## src/rtl/imem_loader.sv

```systemverilog
// Instruction-memory loader: assembles a little-endian byte stream (count, words, checksum)
// into 32-bit writes and holds the CPU in reset until a verified image is in memory.
module imem_loader #(
    parameter logic [31:0] BaseAddr = 32'h0000_0000,
    parameter int unsigned MaxWords = 1024
) (
    input  logic        clk_i,
    input  logic        rst_i,
    input  logic [7:0]  rx_data_i,
    input  logic        rx_valid_i,
    output logic        rx_ready_o,
    input  logic        load_req_i,
    output logic        imem_we_o,
    output logic [31:0] imem_addr_o,
    output logic [31:0] imem_wdata_o,
    output logic        cpu_rst_o,
    output logic        done_o,
    output logic        error_o
);

    localparam int unsigned IdxW = $clog2(MaxWords + 1);

    typedef enum logic [2:0] {
        StHdr,
        StData,
        StChk,
        StDone,
        StErr
    } state_e;

    state_e            state_q, state_d;
    logic [1:0]        byte_cnt_q, byte_cnt_d;
    // Holds the three most recent bytes of the field being collected.
    logic [23:0]       shift_q, shift_d;
    logic [IdxW-1:0]   count_q, count_d;
    logic [IdxW-1:0]   idx_q, idx_d;
    logic [31:0]       sum_q, sum_d;
    logic              imem_we_q, imem_we_d;
    logic [31:0]       imem_addr_q, imem_addr_d;
    logic [31:0]       imem_wdata_q, imem_wdata_d;
    logic              cpu_rst_q, cpu_rst_d;
    logic              done_q, done_d;
    logic              error_q, error_d;

    logic              accept;
    logic              field_done;
    logic [31:0]       word_next;
    logic [31:0]       word_addr;

    assign rx_ready_o = (state_q == StHdr) || (state_q == StData) || (state_q == StChk);

    assign accept     = rx_valid_i && rx_ready_o;
    assign field_done = accept && (byte_cnt_q == 2'd3);
    assign word_next  = {rx_data_i, shift_q};
    assign word_addr  = BaseAddr + (32'(idx_q) << 2);

    always_comb begin
        state_d      = state_q;
        byte_cnt_d   = byte_cnt_q;
        shift_d      = shift_q;
        count_d      = count_q;
        idx_d        = idx_q;
        sum_d        = sum_q;
        imem_we_d    = 1'b0;
        imem_addr_d  = imem_addr_q;
        imem_wdata_d = imem_wdata_q;
        cpu_rst_d    = cpu_rst_q;
        done_d       = done_q;
        error_d      = error_q;

        if (accept) begin
            shift_d    = word_next[31:8];
            byte_cnt_d = byte_cnt_q + 2'd1;
        end

        unique case (state_q)
            StHdr: begin
                if (field_done) begin
                    idx_d   = '0;
                    sum_d   = '0;
                    count_d = word_next[IdxW-1:0];
                    if (word_next > 32'(MaxWords)) begin
                        state_d = StErr;
                        error_d = 1'b1;
                    end else if (word_next == 32'd0) begin
                        state_d = StChk;
                    end else begin
                        state_d = StData;
                    end
                end
            end
            StData: begin
                if (field_done) begin
                    imem_we_d    = 1'b1;
                    imem_wdata_d = word_next;
                    imem_addr_d  = word_addr;
                    idx_d        = idx_q + 1'b1;
                    sum_d        = sum_q + word_next;
                    if (idx_q == count_q - 1'b1) begin
                        state_d = StChk;
                    end
                end
            end
            StChk: begin
                if (field_done) begin
                    if (word_next == sum_q) begin
                        state_d   = StDone;
                        done_d    = 1'b1;
                        cpu_rst_d = 1'b0;
                    end else begin
                        state_d = StErr;
                        error_d = 1'b1;
                    end
                end
            end
            StDone, StErr: begin
                if (load_req_i) begin
                    state_d    = StHdr;
                    byte_cnt_d = '0;
                    done_d     = 1'b0;
                    error_d    = 1'b0;
                    cpu_rst_d  = 1'b1;
                end
            end
            default: begin
                state_d = StHdr;
            end
        endcase
    end

    always_ff @(posedge clk_i or posedge rst_i) begin
        if (rst_i) begin
            state_q      <= StHdr;
            byte_cnt_q   <= '0;
            shift_q      <= '0;
            count_q      <= '0;
            idx_q        <= '0;
            sum_q        <= '0;
            imem_we_q    <= 1'b0;
            imem_addr_q  <= BaseAddr;
            imem_wdata_q <= '0;
            cpu_rst_q    <= 1'b1;
            done_q       <= 1'b0;
            error_q      <= 1'b0;
        end else begin
            state_q      <= state_d;
            byte_cnt_q   <= byte_cnt_d;
            shift_q      <= shift_d;
            count_q      <= count_d;
            idx_q        <= idx_d;
            sum_q        <= sum_d;
            imem_we_q    <= imem_we_d;
            imem_addr_q  <= imem_addr_d;
            imem_wdata_q <= imem_wdata_d;
            cpu_rst_q    <= cpu_rst_d;
            done_q       <= done_d;
            error_q      <= error_d;
        end
    end

    assign imem_we_o    = imem_we_q;
    assign imem_addr_o  = imem_addr_q;
    assign imem_wdata_o = imem_wdata_q;
    assign cpu_rst_o    = cpu_rst_q;
    assign done_o       = done_q;
    assign error_o      = error_q;

endmodule

```

## config.mk

```make
export PLATFORM = sky130hd
export DESIGN_NAME = imem_loader
export DESIGN_NICKNAME = d
export VERILOG_FILES = /design/src/rtl/imem_loader.sv
export SDC_FILE = /design/constraint.sdc
export NUM_CORES = 1
export LEC_CHECK = 0
export CAP_MARGIN = 0
export CELL_PAD_IN_SITES_DETAIL_PLACEMENT = 1
export CELL_PAD_IN_SITES_GLOBAL_PLACEMENT = 1
export CORE_UTILIZATION = 44
export CTS_CLUSTER_SIZE = 20
export DETAILED_ROUTE_END_ITERATION = 10
export PLACE_DENSITY_LB_ADDON = 0.3
export SLEW_MARGIN = 25
export SYNTH_ARGS = -nofsm -noshare
export SYNTH_HDL_FRONTEND = slang
export SYNTH_SLANG_ARGS = --single-unit
```

## constraint.sdc

```tcl
create_clock -name clk_i -period 4.6 [get_ports clk_i]
set_input_delay 0.69 -clock clk_i [delete_from_list [all_inputs] [get_ports clk_i]]
set_output_delay 0.69 -clock clk_i [all_outputs]
set_load 0.05 [all_outputs]
```

==> impl_metrics.env <==
export IMPL_firstDrtPassIters=6
export IMPL_numCtsBuffers=17
export IMPL_grt_pass1_wl_mm=34.9
export IMPL_period_share=0.702
export IMPL_clkSinkCount=130
export IMPL_power_frac_seq=0.399
export IMPL_seqCellArea_um2=3250
export IMPL_core_um2=16500
export IMPL_synth_top_family_by_area="simple AND/OR/NAND/NOR gates"
export IMPL_wl_per_cell_um=19.6
export IMPL_synth_edf_count=0
export IMPL_required_ps=4880
export IMPL_clock_latency_ps=430
export IMPL_ys_warn_count=0
export IMPL_grtUsageTotal=0.258
export IMPL_first_global_vias=6617
export IMPL_fmax_mhz=310
export IMPL_fin_worst_skew_ps=12.5
export IMPL_htree_levels=4
export IMPL_finalSetupTns_ps=0
export IMPL_antenna_found_initial=0
export IMPL_cp_arrival_ps=3510
export IMPL_p_leak_uw=0.00407
export IMPL_start_kind="flip-flop"
export IMPL_worst_setup_path_end_kind="flip-flop"
export IMPL_overflow=0
export IMPL_final_setup_viol_count=0
export IMPL_hold_path_class="flip-flop to flip-flop"
export IMPL_row_count=47
export IMPL_placed_area_um2=8080
export IMPL_clock_power_share=0.328
export IMPL_place_congestion=0.883
export IMPL_fin_nets=909
export IMPL_synthFlopType="dfrtp_1"
export IMPL_path_clk_slew_ps=60
export IMPL_ys_ff_latch=130
export IMPL_hpwl_mm=14.9
export IMPL_postRouteAntennaNets=0
export IMPL_io_pins=81
export IMPL_ys_types=61
export IMPL_die_area_um2=17300
export IMPL_hold_violations=0
export IMPL_final_cells=1095
export IMPL_intPower_uw=2630
export IMPL_vias_per_cell=5.68
export IMPL_detail_route_drc_violations=0
export IMPL_diodes=0
export IMPL_p_per_area_nw_per_um2=484
export IMPL_area_delta_synth_final_pct=17.4
export IMPL_grt_setup_unrepaired="false"
export IMPL_slew_violations=0
export IMPL_cts_tree="done"
export IMPL_die_w_um=132
export IMPL_seq_area_frac_synth=0.441
export IMPL_vias=6225
export IMPL_io_buffers=59
export IMPL_clockBufferDepth=2
export IMPL_final_area_um2=8670
export IMPL_fp_dieH_um=132
export IMPL_swShare=0.372
export IMPL_layout_drive_gt1_share=0.0926
export IMPL_dpl_cell_count=1063
export IMPL_routed_wl_mm=21.5
export IMPL_worst_pin_slew_ps=770
export IMPL_netlist_instances=817
export IMPL_path_class="flip-flop to flip-flop"
export IMPL_grt_max_degree=82
export IMPL_cap_violations=0
export IMPL_cts_root_buf="clkbuf_16"
export IMPL_path_max_fanout=5
export IMPL_fin_ws_ps=1370
export IMPL_synth_compound_area_frac=0.145
export IMPL_switchingPower_uw=1560
export IMPL_avgSynthCellArea_um2=9.04
export IMPL_muxShareOfSynthArea=0.0515
export IMPL_fin_crit_ps=3230
export IMPL_syn_cell_area_um2=7390
export IMPL_postCtsHoldBufs=0
export IMPL_multi_input_area_um2=3830
export IMPL_pre_cts_ws_ps=1070
export IMPL_synthXorXnorAreaFrac=0.0534
export IMPL_fillCellCount=1935
export IMPL_yosys_area_share_adder=0.0603
export IMPL_yosys_area_share_simple=0.198
export IMPL_ir_drop_mv=0.270
export IMPL_post_cts_setup_buffer_count=0
export IMPL_pwr_share_comb=0.273
export IMPL_start_util=0.449
export IMPL_status="completed"
export IMPL_slew_headroom=0.487
export IMPL_ctsResizeCount=0
export IMPL_async_reset_ff_frac=1.00
export IMPL_drtIter0Drc=270
[sequential cells by signal, indices dropped and copies added, names as in the netlist]
signal        cells
byte_cnt_q        2
count_q          11
cpu_rst_o         1
done_o            1
error_o           1
idx_q            11
imem_addr_o      11
imem_wdata_o     32
imem_we_o         1
shift_q          24
state_q           3
sum_q            32
[power by group through the flow]
stage	combinational [uW]	sequential [uW]	clock, uW
2_1_floorplan	869	1550	0
6_report	1150	1670	1380
3_3_place_gp	1070	1670	0
3_5_place_dp	1130	1690	0
5_1_grt	1250	1700	1440
4_1_cts	1150	1670	1400
[per-stage QoR]
step | utilization | power, uW | hold WS (ps)
2_1_floorplan | - | 2420 | 443
3_3_place_gp | 0.490 | 2740 | 459
3_5_place_dp | 0.490 | 2810 | 462
4_1_cts | 0.526 | 4220 | 477
5_1_grt | 0.527 | 4390 | 487
6_report | 0.527 | 4200 | 474
[cells by family after synthesis]
family | after synthesis
AOI/OAI and AO/OA | 172
xor gates and xnor gates | 45
adders and majority gates | 35
buffers and inverters | 74
DFF | 130
muxes | 34
other | 1
and+or+nand+nor | 326
[worst max-delay path: stages (launching register included)]
cell	delay, ps
dfrtp_1	460
ha_1	280
fa_1	430
a211oi_1	490
o211ai_1	210
and3_1	210
o211ai_1	170
o21ai_0	220
a21oi_1	340
xor2_1	190
o21ai_0	90
[synth_stat cells (3+ instances only)]
master,instances,share of area
ha_1,34,0.058
o31ai_1,7,0.0071
buf_4,21,0.021
and4_1,3,0.0036
or4_1,5,0.0051
a31oi_1,6,0.0051
and3_1,8,0.0068
xnor2_1,18,0.021
a21oi_1,44,0.030
inv_1,13,0.0066
a21o_1,17,0.017
buf_1,4,0.0020
nand3_1,20,0.014
xor2_1,27,0.032
clkbuf_1,30,0.015
mux2_2,32,0.049
a211oi_1,11,0.011
nand2_1,197,0.10
nor2_1,35,0.018
nor4_1,14,0.012
nand4_1,9,0.0076
nor2b_1,3,0.0025
o21ai_0,54,0.037
dfrtp_1,129,0.44
nor3_1,14,0.0095
nor4b_1,3,0.0036
o211ai_1,7,0.0071
and2_1,4,0.0034
buf_2,3,0.0020
o21bai_1,3,0.0030
[layout by cell type (no fill, tap or decap), types with 18 or more instances in the layout]
cell type        count
clkdlybuf4s50_1     59
xor2_1              27
nand2_1            196
o21ai_0             54
nor2_1              35
mux2_2              32
xnor2_1             18
dfrtp_1            129
conb_1              21
a21oi_1             44
ha_1                34
nand3_1             20
[cell type report]
type / count / area share
clock buffers: 18 / 0.0495
clock inverters: 14 / 0.0189
inverters: 14 / 0.00664
multi-input cells: 633 / 0.442
flip-flops and latches: 130 / 0.375
well taps: 220 / 0.0317
repair buffers: 66 / 0.0756
[routing by layer]
metal	GRT usage	part of all wire
met1	0.307	0.42
met2	0.461	0.52
met3	0.0382	0.025
met4	0.114	0.029
met5	0	0
[final timing paths]
kind / slack [ps] / cells after the start / startpoint / endpoint
min reg2reg: 470 / 2 / imem_addr_o[5] / imem_addr_o[5]
min: 470 / 2 / imem_addr_o[5] / imem_addr_o[5]
min in group asynchronous: 800 / 2 / rst_i / imem_addr_o[8]
max in group asynchronous: 3020 / 3 / rst_i / shift_q[23]
max reg2reg: 1370 / 10 / shift_q[0] / sum_q[20]
max: 1370 / 10 / shift_q[0] / sum_q[20]
(Power assumes the default switching activity.)
==> RTL change (same settings) <==
The 5 states of `state_e` get a one-hot encoding in 5 bits.
--- a/src/rtl/imem_loader.sv
+++ b/src/rtl/imem_loader.sv
@@ -22,8 +22,8 @@
 
-    typedef enum logic [2:0] {
-        StHdr,
-        StData,
-        StChk,
-        StDone,
-        StErr
+    typedef enum logic [4:0] {
+        StHdr  = 5'b00001,
+        StData = 5'b00010,
+        StChk  = 5'b00100,
+        StDone = 5'b01000,
+        StErr  = 5'b10000
     } state_e;
Check against the original RTL: same outputs for any inputs over 10 cycles, from zero or initial values and one cycle with rst_i high; not proved beyond that.
==> RTL change against the original RTL <==
  * Design area up 0.98%
  * First-iteration DRC count up 30%
  * Synthesized area up 0.54%
  * Wire length up 2.2%
  * Worst setup slack better by 0.048 ns
  * Synthesized cell count up 0.24%
  * Total power up 9.5%
  * Sequential cell count up 2
  * Fmax up 1.5%
  * Critical path type unchanged
  * Critical endpoint is now sum_q[30]
==> RTL change: results (changes against the original RTL) <==
Final layout
  – FILL cells: 1897 (-2.0%)
  – Fraction of layout cells with a size suffix above 1: 9.53% (+0.28 points)
  – Nets: 915 (+0.66%)

Place
  – Post-Place Worst Slack: 1.26 ns (+0.192 ns)
  – Post-DP Area: 0.00813 mm^2 (+0.73%)
  – Placer's final routability congestion estimate: 0.874 (-1.1%)
  – DP Cell Count: 1069 (+0.56%)
  – Dpl hpwl: 15200 um (+2.2%)

Drt
  – Vias per cell: 5.65 (-0.62%)
  – Drt wl/cell: 20.0 um (+1.7%)
  – Iter 0 DRT Violations: 351 (+30%)
  – Via count: 6220 (-0.080%)

GRT
  – Tot GR Track Use: 26.5% (+0.68 points)
  – Number of global-route vias before repair: 6676 (+0.89%)

Power
  – Maximum VDD drop: 0.351 mV (+30%)
  – Static leakage: 4.00 nW (-1.8%)
  – Switch Pwr: 1.75 mW (+12%)

Synthesis
  – Register area share after synthesis: 44.5% (+0.45 points)
  – Yosys cell types: 63 (+3.3%)
  – Commonest cells in the netlist: 196 x nand2_1, 130 x dfrtp_1, 55 x o21ai_0
  – Syn avg cell area: 9.07 um^2 (+0.30%)
  – Async set-reset flop share out of synthesis: 100% (unchanged)
  – Ranking of synthesized cells by area: dfrtp_1 44%, nand2_1 9.9%, ha_1 5.7%, mux2_2 5.2%, o21ai_0 3.7%

Outcome
  – Status: completed

Timing
  – Slew margin rel.: 44.1% (-4.6 points)
  – Clock Skews: 0.00637 ns (-0.00611 ns)

Setup path
  – Slowest CP cell: o311ai_0
  – Worst Path Arrival: 3.45 ns (-0.06 ns)

CTS
  – Clock Latency Late Sink: 0.43 ns (about the same)
RTL change: routing by layer:
layer	GRT usage, %	share of wire [%]	up-vias
met3	5.50	3.9	54
met4	11.0	2.8	0
li1	-	-	2902
met2	45.6	51	139
met5	0	0	-
met1	32.3	43	3125
RTL change: cell families after synthesis:
family | synth area share, %
other | 0.0505
XOR/XNOR | 5.90
adder cells (fa/ha/maj) | 6.00
AND/OR/NAND/NOR | 19.6
buffers and inverters | 5.09
multiplexers | 5.56
flip-flops | 44.5
AO/OA/AOI/OAI | 13.3
RTL change: area by class of cell:
cell class	instances	area, um^2	share of cell area [%]
sequential	132	3310	37.8
clock buffer	22	474	5.42
multi-input combinational	631	3820	43.7
timing repair buffer	65	648	7.40
inverter	21	81.3	0.929
clock inverter	10	148	1.69
tap	220	275	3.14
RTL change: power by group through the flow:
stage	clock, mW	combinational (mW)	sequential (mW)
final	1.43	1.43	1.74
after global placement	0	1.34	1.74
after global routing	1.50	1.55	1.76
after CTS	1.46	1.43	1.73
after detailed placement	0	1.40	1.75
after floorplan	0	1.07	1.60
RTL change: path summary, 6_finish.rpt:
path / from / to / slack, ns / depth (start not counted)
max: shift_q[0] / sum_q[30] / 1.42 / 10
min: imem_wdata_o[8] / imem_wdata_o[8] / 0.47 / 2
max reg2reg: shift_q[0] / sum_q[30] / 1.42 / 10
min reg2reg: imem_wdata_o[8] / imem_wdata_o[8] / 0.47 / 2
max in group asynchronous: rst_i / state_q[0] / 2.97 / 3
min in group asynchronous: rst_i / imem_addr_o[5] / 0.74 / 2
